$ cat config.mk
export PLATFORM = sky130hd
export DESIGN_NAME = mc_control_fsm
export DESIGN_NICKNAME = d
export VERILOG_FILES = /design/src/rtl/mc_control_fsm_pkg.sv /design/src/rtl/mc_control_fsm_alu_decoder.sv /design/src/rtl/mc_control_fsm.sv
export SDC_FILE = /design/constraint.sdc
export NUM_CORES = 1
export LEC_CHECK = 0
export CELL_PAD_IN_SITES_DETAIL_PLACEMENT = 0
export CELL_PAD_IN_SITES_GLOBAL_PLACEMENT = 1
export CORE_AREA = 2 2 44 63
export CTS_CLUSTER_SIZE = 30
export DETAILED_ROUTE_END_ITERATION = 6
export DIE_AREA = 0 0 46 65
export PLACE_DENSITY = 0.86
export SETUP_SLACK_MARGIN = 0.5
export SYNTH_ARGS = -nofsm -noshare
export SYNTH_HDL_FRONTEND = slang
export SYNTH_SLANG_ARGS = --single-unit
$ cat constraint.sdc
create_clock -name clk -period 2 [get_ports clk]
set_input_delay 0.4 -clock clk [delete_from_list [all_inputs] [get_ports clk]]
set_output_delay 0.4 -clock clk [all_outputs]
set_load 0.02 [all_outputs]
$ cat src/rtl/mc_control_fsm_pkg.sv
// Shared definitions for the multi-cycle MIPS main control unit.
// Holds the state encodings, the opcode and funct field values the FSM
// decodes, the alu_ctrl codes, the alu_op request codes passed to the ALU
// decoder, and the alu_src_b / pc_src mux select codes.
package mc_control_fsm_pkg;

  // Binary state encoding; codes 12..15 are unused and recover to FETCH.
  typedef enum logic [3:0] {
    S_FETCH  = 4'd0,
    S_DECODE = 4'd1,
    S_MEMADR = 4'd2,
    S_MEMRD  = 4'd3,
    S_MEMWB  = 4'd4,
    S_MEMWR  = 4'd5,
    S_EXEC   = 4'd6,
    S_ALUWB  = 4'd7,
    S_BEQ    = 4'd8,
    S_ADDIEX = 4'd9,
    S_ADDIWB = 4'd10,
    S_JUMP   = 4'd11
  } state_t;

  // Opcodes (IR[31:26])
  localparam logic [5:0] OP_RTYPE = 6'b000000;
  localparam logic [5:0] OP_J     = 6'b000010;
  localparam logic [5:0] OP_BEQ   = 6'b000100;
  localparam logic [5:0] OP_ADDI  = 6'b001000;
  localparam logic [5:0] OP_LW    = 6'b100011;
  localparam logic [5:0] OP_SW    = 6'b101011;

  // R-type funct codes (IR[5:0])
  localparam logic [5:0] FN_ADD = 6'b100000;
  localparam logic [5:0] FN_SUB = 6'b100010;
  localparam logic [5:0] FN_AND = 6'b100100;
  localparam logic [5:0] FN_OR  = 6'b100101;
  localparam logic [5:0] FN_SLT = 6'b101010;

  // ALU control codes
  localparam logic [2:0] ALU_ADD = 3'b010;
  localparam logic [2:0] ALU_SUB = 3'b110;
  localparam logic [2:0] ALU_AND = 3'b000;
  localparam logic [2:0] ALU_OR  = 3'b001;
  localparam logic [2:0] ALU_SLT = 3'b111;

  // ALU operation requests from the FSM to the ALU decoder
  localparam logic [1:0] ALUOP_ADD   = 2'b00;
  localparam logic [1:0] ALUOP_SUB   = 2'b01;
  localparam logic [1:0] ALUOP_FUNCT = 2'b10;

  // ALU B operand select
  localparam logic [1:0] SRCB_REG    = 2'b00;
  localparam logic [1:0] SRCB_FOUR   = 2'b01;
  localparam logic [1:0] SRCB_IMM    = 2'b10;
  localparam logic [1:0] SRCB_IMM_SH = 2'b11;

  // Next-PC select
  localparam logic [1:0] PCSRC_ALU    = 2'b00;
  localparam logic [1:0] PCSRC_ALUOUT = 2'b01;
  localparam logic [1:0] PCSRC_JUMP   = 2'b10;

endpackage

$ cat src/rtl/mc_control_fsm_alu_decoder.sv
// ALU decoder for the multi-cycle MIPS control unit.
// Turns the FSM's alu_op request into the 3-bit alu_ctrl code. alu_op 00
// forces add, 01 forces sub, 10 decodes the R-type funct field (unknown
// funct values fall back to add). The unused alu_op code 11 also gives add.
// Ports:
//   alu_op   in  2  operation request from the FSM
//   funct    in  6  IR[5:0]
//   alu_ctrl out 3  ALU control code
module alu_decoder
  import mc_control_fsm_pkg::*;
(
  input  logic [1:0] alu_op,
  input  logic [5:0] funct,
  output logic [2:0] alu_ctrl
);

  // Pure lookup; add is the safe default for anything unrecognised.
  always_comb begin
    alu_ctrl = ALU_ADD;
    case (alu_op)
      ALUOP_SUB: alu_ctrl = ALU_SUB;
      ALUOP_FUNCT: begin
        case (funct)
          FN_SUB:  alu_ctrl = ALU_SUB;
          FN_AND:  alu_ctrl = ALU_AND;
          FN_OR:   alu_ctrl = ALU_OR;
          FN_SLT:  alu_ctrl = ALU_SLT;
          default: alu_ctrl = ALU_ADD;
        endcase
      end
      default: alu_ctrl = ALU_ADD;
    endcase
  end

endmodule

$ cat src/rtl/mc_control_fsm.sv
// Main control unit of the multi-cycle MIPS core.
// Steps each instruction through fetch/decode/execute/memory/writeback
// states and drives the datapath mux selects and write enables.
// Ports:
//   clk, reset            clock; synchronous active-high reset
//   op, funct             IR[31:26], IR[5:0]
//   zero                  ALU zero flag (same cycle)
//   pc_en                 PC load = pc_write | (branch & zero)
//   iord                  memory address select (0 PC, 1 ALUOut)
//   mem_write, ir_write   memory / IR write enables
//   reg_dst, mem_to_reg   writeback register / data selects
//   reg_write             register file write enable
//   alu_src_a, alu_src_b  ALU operand selects
//   pc_src                next PC select
//   alu_ctrl              ALU operation code
//   state                 current state, for debug
module mc_control_fsm
  import mc_control_fsm_pkg::*;
#(
  parameter int OP_W    = 6,
  parameter int FUNCT_W = 6,
  parameter int ST_W    = 4
) (
  input  logic               clk,
  input  logic               reset,
  input  logic [OP_W-1:0]    op,
  input  logic [FUNCT_W-1:0] funct,
  input  logic               zero,
  output logic               pc_en,
  output logic               iord,
  output logic               mem_write,
  output logic               ir_write,
  output logic               reg_dst,
  output logic               mem_to_reg,
  output logic               reg_write,
  output logic               alu_src_a,
  output logic [1:0]         alu_src_b,
  output logic [1:0]         pc_src,
  output logic [2:0]         alu_ctrl,
  output logic [ST_W-1:0]    state
);

  state_t     r_state;
  state_t     w_next;
  logic       w_pc_write;
  logic       w_branch;
  logic       w_mem_write;
  logic       w_ir_write;
  logic       w_reg_write;
  logic [1:0] w_alu_op;

  // State register; reset lands in FETCH regardless of where we were.
  always_ff @(posedge clk) begin
    if (reset) r_state <= S_FETCH;
    else       r_state <= w_next;
  end

  // Next-state and Moore output decode. alu_op defaults to add, so states
  // that do not use the ALU still present alu_ctrl = add.
  always_comb begin
    w_next      = S_FETCH;
    w_pc_write  = 1'b0;
    w_branch    = 1'b0;
    w_mem_write = 1'b0;
    w_ir_write  = 1'b0;
    w_reg_write = 1'b0;
    w_alu_op    = ALUOP_ADD;
    iord        = 1'b0;
    reg_dst     = 1'b0;
    mem_to_reg  = 1'b0;
    alu_src_a   = 1'b0;
    alu_src_b   = SRCB_REG;
    pc_src      = PCSRC_ALU;
    case (r_state)
      S_FETCH: begin
        w_ir_write = 1'b1;
        w_pc_write = 1'b1;
        alu_src_b  = SRCB_FOUR;
        w_next     = S_DECODE;
      end
      S_DECODE: begin
        // Precompute the branch target into ALUOut while op is decoded.
        alu_src_b = SRCB_IMM_SH;
        case (op)
          OP_LW, OP_SW: w_next = S_MEMADR;
          OP_RTYPE:     w_next = S_EXEC;
          OP_BEQ:       w_next = S_BEQ;
          OP_ADDI:      w_next = S_ADDIEX;
          OP_J:         w_next = S_JUMP;
          default:      w_next = S_FETCH;
        endcase
      end
      S_MEMADR: begin
        alu_src_a = 1'b1;
        alu_src_b = SRCB_IMM;
        if (op == OP_LW)      w_next = S_MEMRD;
        else if (op == OP_SW) w_next = S_MEMWR;
        else                  w_next = S_FETCH;
      end
      S_MEMRD: begin
        iord   = 1'b1;
        w_next = S_MEMWB;
      end
      S_MEMWB: begin
        mem_to_reg  = 1'b1;
        w_reg_write = 1'b1;
      end
      S_MEMWR: begin
        iord        = 1'b1;
        w_mem_write = 1'b1;
      end
      S_EXEC: begin
        alu_src_a = 1'b1;
        w_alu_op  = ALUOP_FUNCT;
        w_next    = S_ALUWB;
      end
      S_ALUWB: begin
        reg_dst     = 1'b1;
        w_reg_write = 1'b1;
      end
      S_BEQ: begin
        alu_src_a = 1'b1;
        w_alu_op  = ALUOP_SUB;
        pc_src    = PCSRC_ALUOUT;
        w_branch  = 1'b1;
      end
      S_ADDIEX: begin
        alu_src_a = 1'b1;
        alu_src_b = SRCB_IMM;
        w_next    = S_ADDIWB;
      end
      S_ADDIWB: begin
        w_reg_write = 1'b1;
      end
      S_JUMP: begin
        pc_src     = PCSRC_JUMP;
        w_pc_write = 1'b1;
      end
      default: w_next = S_FETCH;
    endcase
  end

  // Write enables are suppressed combinationally during reset so an
  // aborted instruction cannot corrupt architectural state.
  assign pc_en     = ~reset & (w_pc_write | (w_branch & zero));
  assign mem_write = ~reset & w_mem_write;
  assign ir_write  = ~reset & w_ir_write;
  assign reg_write = ~reset & w_reg_write;
  assign state     = r_state;

  alu_decoder u_alu_decoder (
    .alu_op   (w_alu_op),
    .funct    (funct[5:0]),
    .alu_ctrl (alu_ctrl)
  );

endmodule

# Word-level counts from Yosys, hierarchy flattened
# Cells that the tools add are included.
[totals]
register_bits = 4
out_inout_bits = 19
[classes]
reduce_logical = 8
n_mux = 18
bitwise = 7
n_eq_ne = 22
[op_table]
columns = ["op", "count"]
rows = [
  ["$eq A6 B6 Y1 const B", 6],
  ["$pmux W4 S6", 1],
  ["$pmux W4 S5", 1],
  ["$eq A4 B3 Y1 const B", 4],
  ["$eq A4 B4 Y1 const B", 4],
  ["$pmux W3 S4", 1],
  ["$mux W1", 9],
  ["$eq A4 B2 Y1 const B", 2],
  ["$pmux W2 S2", 2],
  ["$reduce_or A2 Y1", 4],
  ["$eq A6 B2 Y1 const B", 1],
  ["$eq A6 B3 Y1 const B", 1],
  ["$eq A6 B4 Y1 const B", 1],
  ["$logic_not A6 Y1", 1],
  ["$mux W3", 2],
  ["$pmux W2 S3", 1],
  ["$pmux W3 S2", 1],
  ["$and A1 B1 Y1", 5],
  ["$eq A4 B1 Y1 const B", 1],
  ["$logic_not A4 Y1", 1],
  ["$reduce_or A4 Y1", 1],
  ["$reduce_or A3 Y1", 1],
  ["$eq A2 B1 Y1 const B", 1],
  ["$eq A2 B2 Y1 const B", 1],
  ["other kinds (2)", 2],
]

# Logic depth before layout (Yosys ltp)
[logic_depth]
word_depth = 5
ltp_mapped = 7
mapped_depth_nobuf = 6

# Modules after synthesis
# Synthesis repeated with hierarchy kept, for this count alone.
[hier_totals]
hier_cells = 81
area_unflattened_um2 = 539.3
[modules_own_cells]
columns = ["module", "cells_each", "seq_area_each_um2", "area_per_inst_um2", "n_inst"]
rows = [
  ["mc_control_fsm", 66, 80.1, 420.4, 1],
  ["alu_decoder", 15, 0.0, 118.9, 1],
]

# Worst setup path before layout
# OpenSTA, ideal clock, no wires.
[synth_path]
kind = "flip-flop to output port"
startpoint = "reg r_state[3], in the netlist state[3]"
endpoint = "out alu_ctrl[2]"
path_stages_with_launch = 8
n_path_buf = 1
path_slack_ps = -737
required_ps = 1600
arrival_time_ps = 2337
cell_sequence = "dfxtp_1 -> buf_2 -> nand2b_1 -> nor3_1 -> inv_1 -> ha_1 -> nand3b_1 -> o22ai_1"
[synth_via]
elab_chain_len = 4
[synth_rtl]
columns = ["item", "line", "rtl"]
rows = [
  ["from (decl)", "mc_control_fsm.sv:43", "state_t r_state;"],
  ["from (signal assigned)", "mc_control_fsm.sv:55", "else r_state <= w_next;"],
  ["$eq A4 B4 Y1 / $eq A4 B3 Y1 (equally long branches)", "mc_control_fsm.sv:74", "case (r_state)"],
  ["$pmux W2 S2 *", "mc_control_fsm.sv:74", ""],
  ["$eq A2 B2 Y1 / $eq A2 B1 Y1 (equally long branches)", "mc_control_fsm_alu_decoder.sv:20", "case (alu_op)"],
  ["$pmux W3 S2 *", "mc_control_fsm_alu_decoder.sv:20", ""],
  ["to (decl)", "mc_control_fsm.sv:39", "output logic [2:0] alu_ctrl,"],
]
# Mark *: on every way between the ends. The rest lies on a longest branch, timed or not.

# Final worst setup path
[layout_path]
startpoint = "reg r_state[1], in the netlist state[1]"
endpoint = "out alu_ctrl[2]"
# Same word-level chain as after synthesis.

==> reports/metrics.cfg <==
[global_route]
antenna_found_initial = 0
grt_util_met3 = 0.0306
use_met1 = 0.169
grt_pass1_vias = 892
grt_pass1_wl_microns = 3970
overflow = 0
busiest_layer = met2
grt_use_met2 = 0.333
grt_max_degree = 12
grtUsageTotal = 0.185

[timing]
min_period_over_period = 1.05
final-max-slew-violation-count = 0
finalHoldViolations = 0
setup_viol = 3
rsz0062_at_grt = yes
hold_ws_ns = 0.612
worst_slack_ns = -0.110
worst_slew_margin_rel = 0.837
fin_crit_ns = 2.11
worst_pin_slew_ns = 0.243
finClkSkew_ns = 0.00459
fmax_mhz = 474

[synth]
syn_area_per_cell_sq_um = 6.87
netlist.area_leader.share = 0.142
synth_top_cells_by_count = 11 x nor2_1, 7 x inv_1, 6 x nor3_1, 5 x nand2b_1
synth.distinct_cells = 37
synth_cells = 82
synth_fp_nets = 99
synth_top_area_cell = dfxtp_1
ys_seq_area_frac = 0.142
yosysMostFrequentCell = nor2_1
synth_edf_count = 0
synth.yosys.warnings = 0
syn_area_sq_um = 563
synth_seq_cells = 4
ys.flop_type = dfxtp_1
synthTopCellsByArea = dfxtp_1 14%, nor2_1 7.3%, nand2b_1 5.6%, nor3_1 5.3%, inv_1 4.7%
async_flop_share = 0

[detailed_routing]
viasPerCell = 5.18
wl_per_cell_microns = 14.5
drt_pass1_iterations = 2
drcViolationCount = 0
antenna_left = 0
initialDrtViolationCount = 4
wl_microns = 2430
num_vias = 865

[pwr]
p_per_area_nw_per_um2 = 276
p_leak_nw = 0.559
max-vdd-ir-drop_v = 0.000173

[clock_tree]
clk_latency_ns = 0.25
clk_pin_slew_worst_paths_ns = 0.04
postCtsHoldBufs = 0
clock-sinks = 4
htreeDepth = 1
cts_tree = yes
clk_path_buf_depth = 2
numCtsBuffers = 3
cts_root_buf = clkbuf_4

[die]
start_util = 0.227
io_pins = 34
rows = 22
die_h_microns = 65
die_area_sq_um = 2990
die_x_microns = 46
coreArea_sq_um = 2480

[placed_design]
io_buffers = 33
gp_congestion = 0.849
dp_slack_ns = -0.630
dpl.hpwl_microns = 1690

[setup_path]
start_kind = flop
worstSetupPathType = reg2out
cp.arrival_ns = 1.71
cp_max_fo = 4
crit_required_ns = 1.60
critPathCaptureType = primary output

[worst_hold_path]
hold_class = reg2reg

[cells_and_area]
nets = 161
largest_reg_flops = 4
drive_above_1_share = 0.594
antenna_cells = 0
area_delta_synth_final_pct = 146

[job]
max_cap_violations = 0

[status]
violations = setup timing
outcome = complete, but fails checks

placed cells by master, fill, tap and decap left out, types with 3 or more instances in the layout:
cell,count
inv_1,6
nor2_1,5
clkdlybuf4s50_1,6
a21oi_2,3
nor2_4,4
buf_4,21
o21ai_0,3
buf_6,19
dlygate4sd2_1,8
a31oi_1,3
nand2b_4,3
clkbuf_4,3
layout make-up:
cell class / instances / area, sq um
clock buffer: 4 / 26.3
sequential: 4 / 90.1
tap: 24 / 30.0
timing repair buffer: 61 / 587
inverter: 7 / 26.3
fill: 234 / 1090
multi-input combinational: 67 / 623
through the flow:
step / cells / power, W / TNS, ns / cell area [sq um] / utilization
after floorplan: 82 / 0.000148 / -0.0854 / 668 / -
after global placement: 156 / 0.000224 / -2.69 / 1150 / 0.465
after detailed placement: 156 / 0.000226 / -2.77 / 1150 / 0.465
after CTS: 165 / 0.000370 / -0.227 / 1340 / 0.541
after global routing: 167 / 0.000415 / -0.494 / 1380 / 0.558
final: 167 / 0.000382 / -0.241 / 1380 / 0.558
repair_timing:
| action | in CTS | in global routing |
|---|---|---|
| setup buffers | 5 | 2 |
| cloned | 0 | 0 |
| pin swaps | 11 | 7 |
| setup endpoints to repair | 22 | 21 |
| gates resized for setup | 140 | 15 |
power by group:
group	switching, W	internal [W]	total [W]
clock	0.0000456	0.0000757	0.000121
sequential	0.00000195	0.0000804	0.0000823
combinational	0.0000796	0.0000987	0.000178
critical path, stage by stage (launching register included):
cell and delay [ns]:
dfxtp_2 0.40, nand2b_1 0.13, nor2_4 0.16, ha_4 0.22, nand3b_1 0.25, o22ai_4 0.16, buf_6 0.14
logic make-up after synthesis:
family,share of synthesized area
compound gates,0.258
xor+xnor,0.0311
fa+ha+maj,0.0444
buf+inv,0.0933
flops,0.142
mux,0.0178
simple gates,0.413
final timing paths:
check                start           to  slack, ns  depth (start not counted)
hold reg to reg   state[2]     state[3]       0.61                          2
setup / recovery  state[1]  alu_ctrl[2]      -0.11                          6
hold / removal    state[2]     state[3]       0.61                          2
setup reg to reg  state[0]     state[1]       0.54                          8
metal layers:
metal | up-vias | share of wire
met5 | - | 0
met4 | 0 | 0.051
met3 | 10 | 0.058
met2 | 37 | 0.58
met1 | 400 | 0.31
li1 | 418 | -
(Power assumes the default switching activity.)
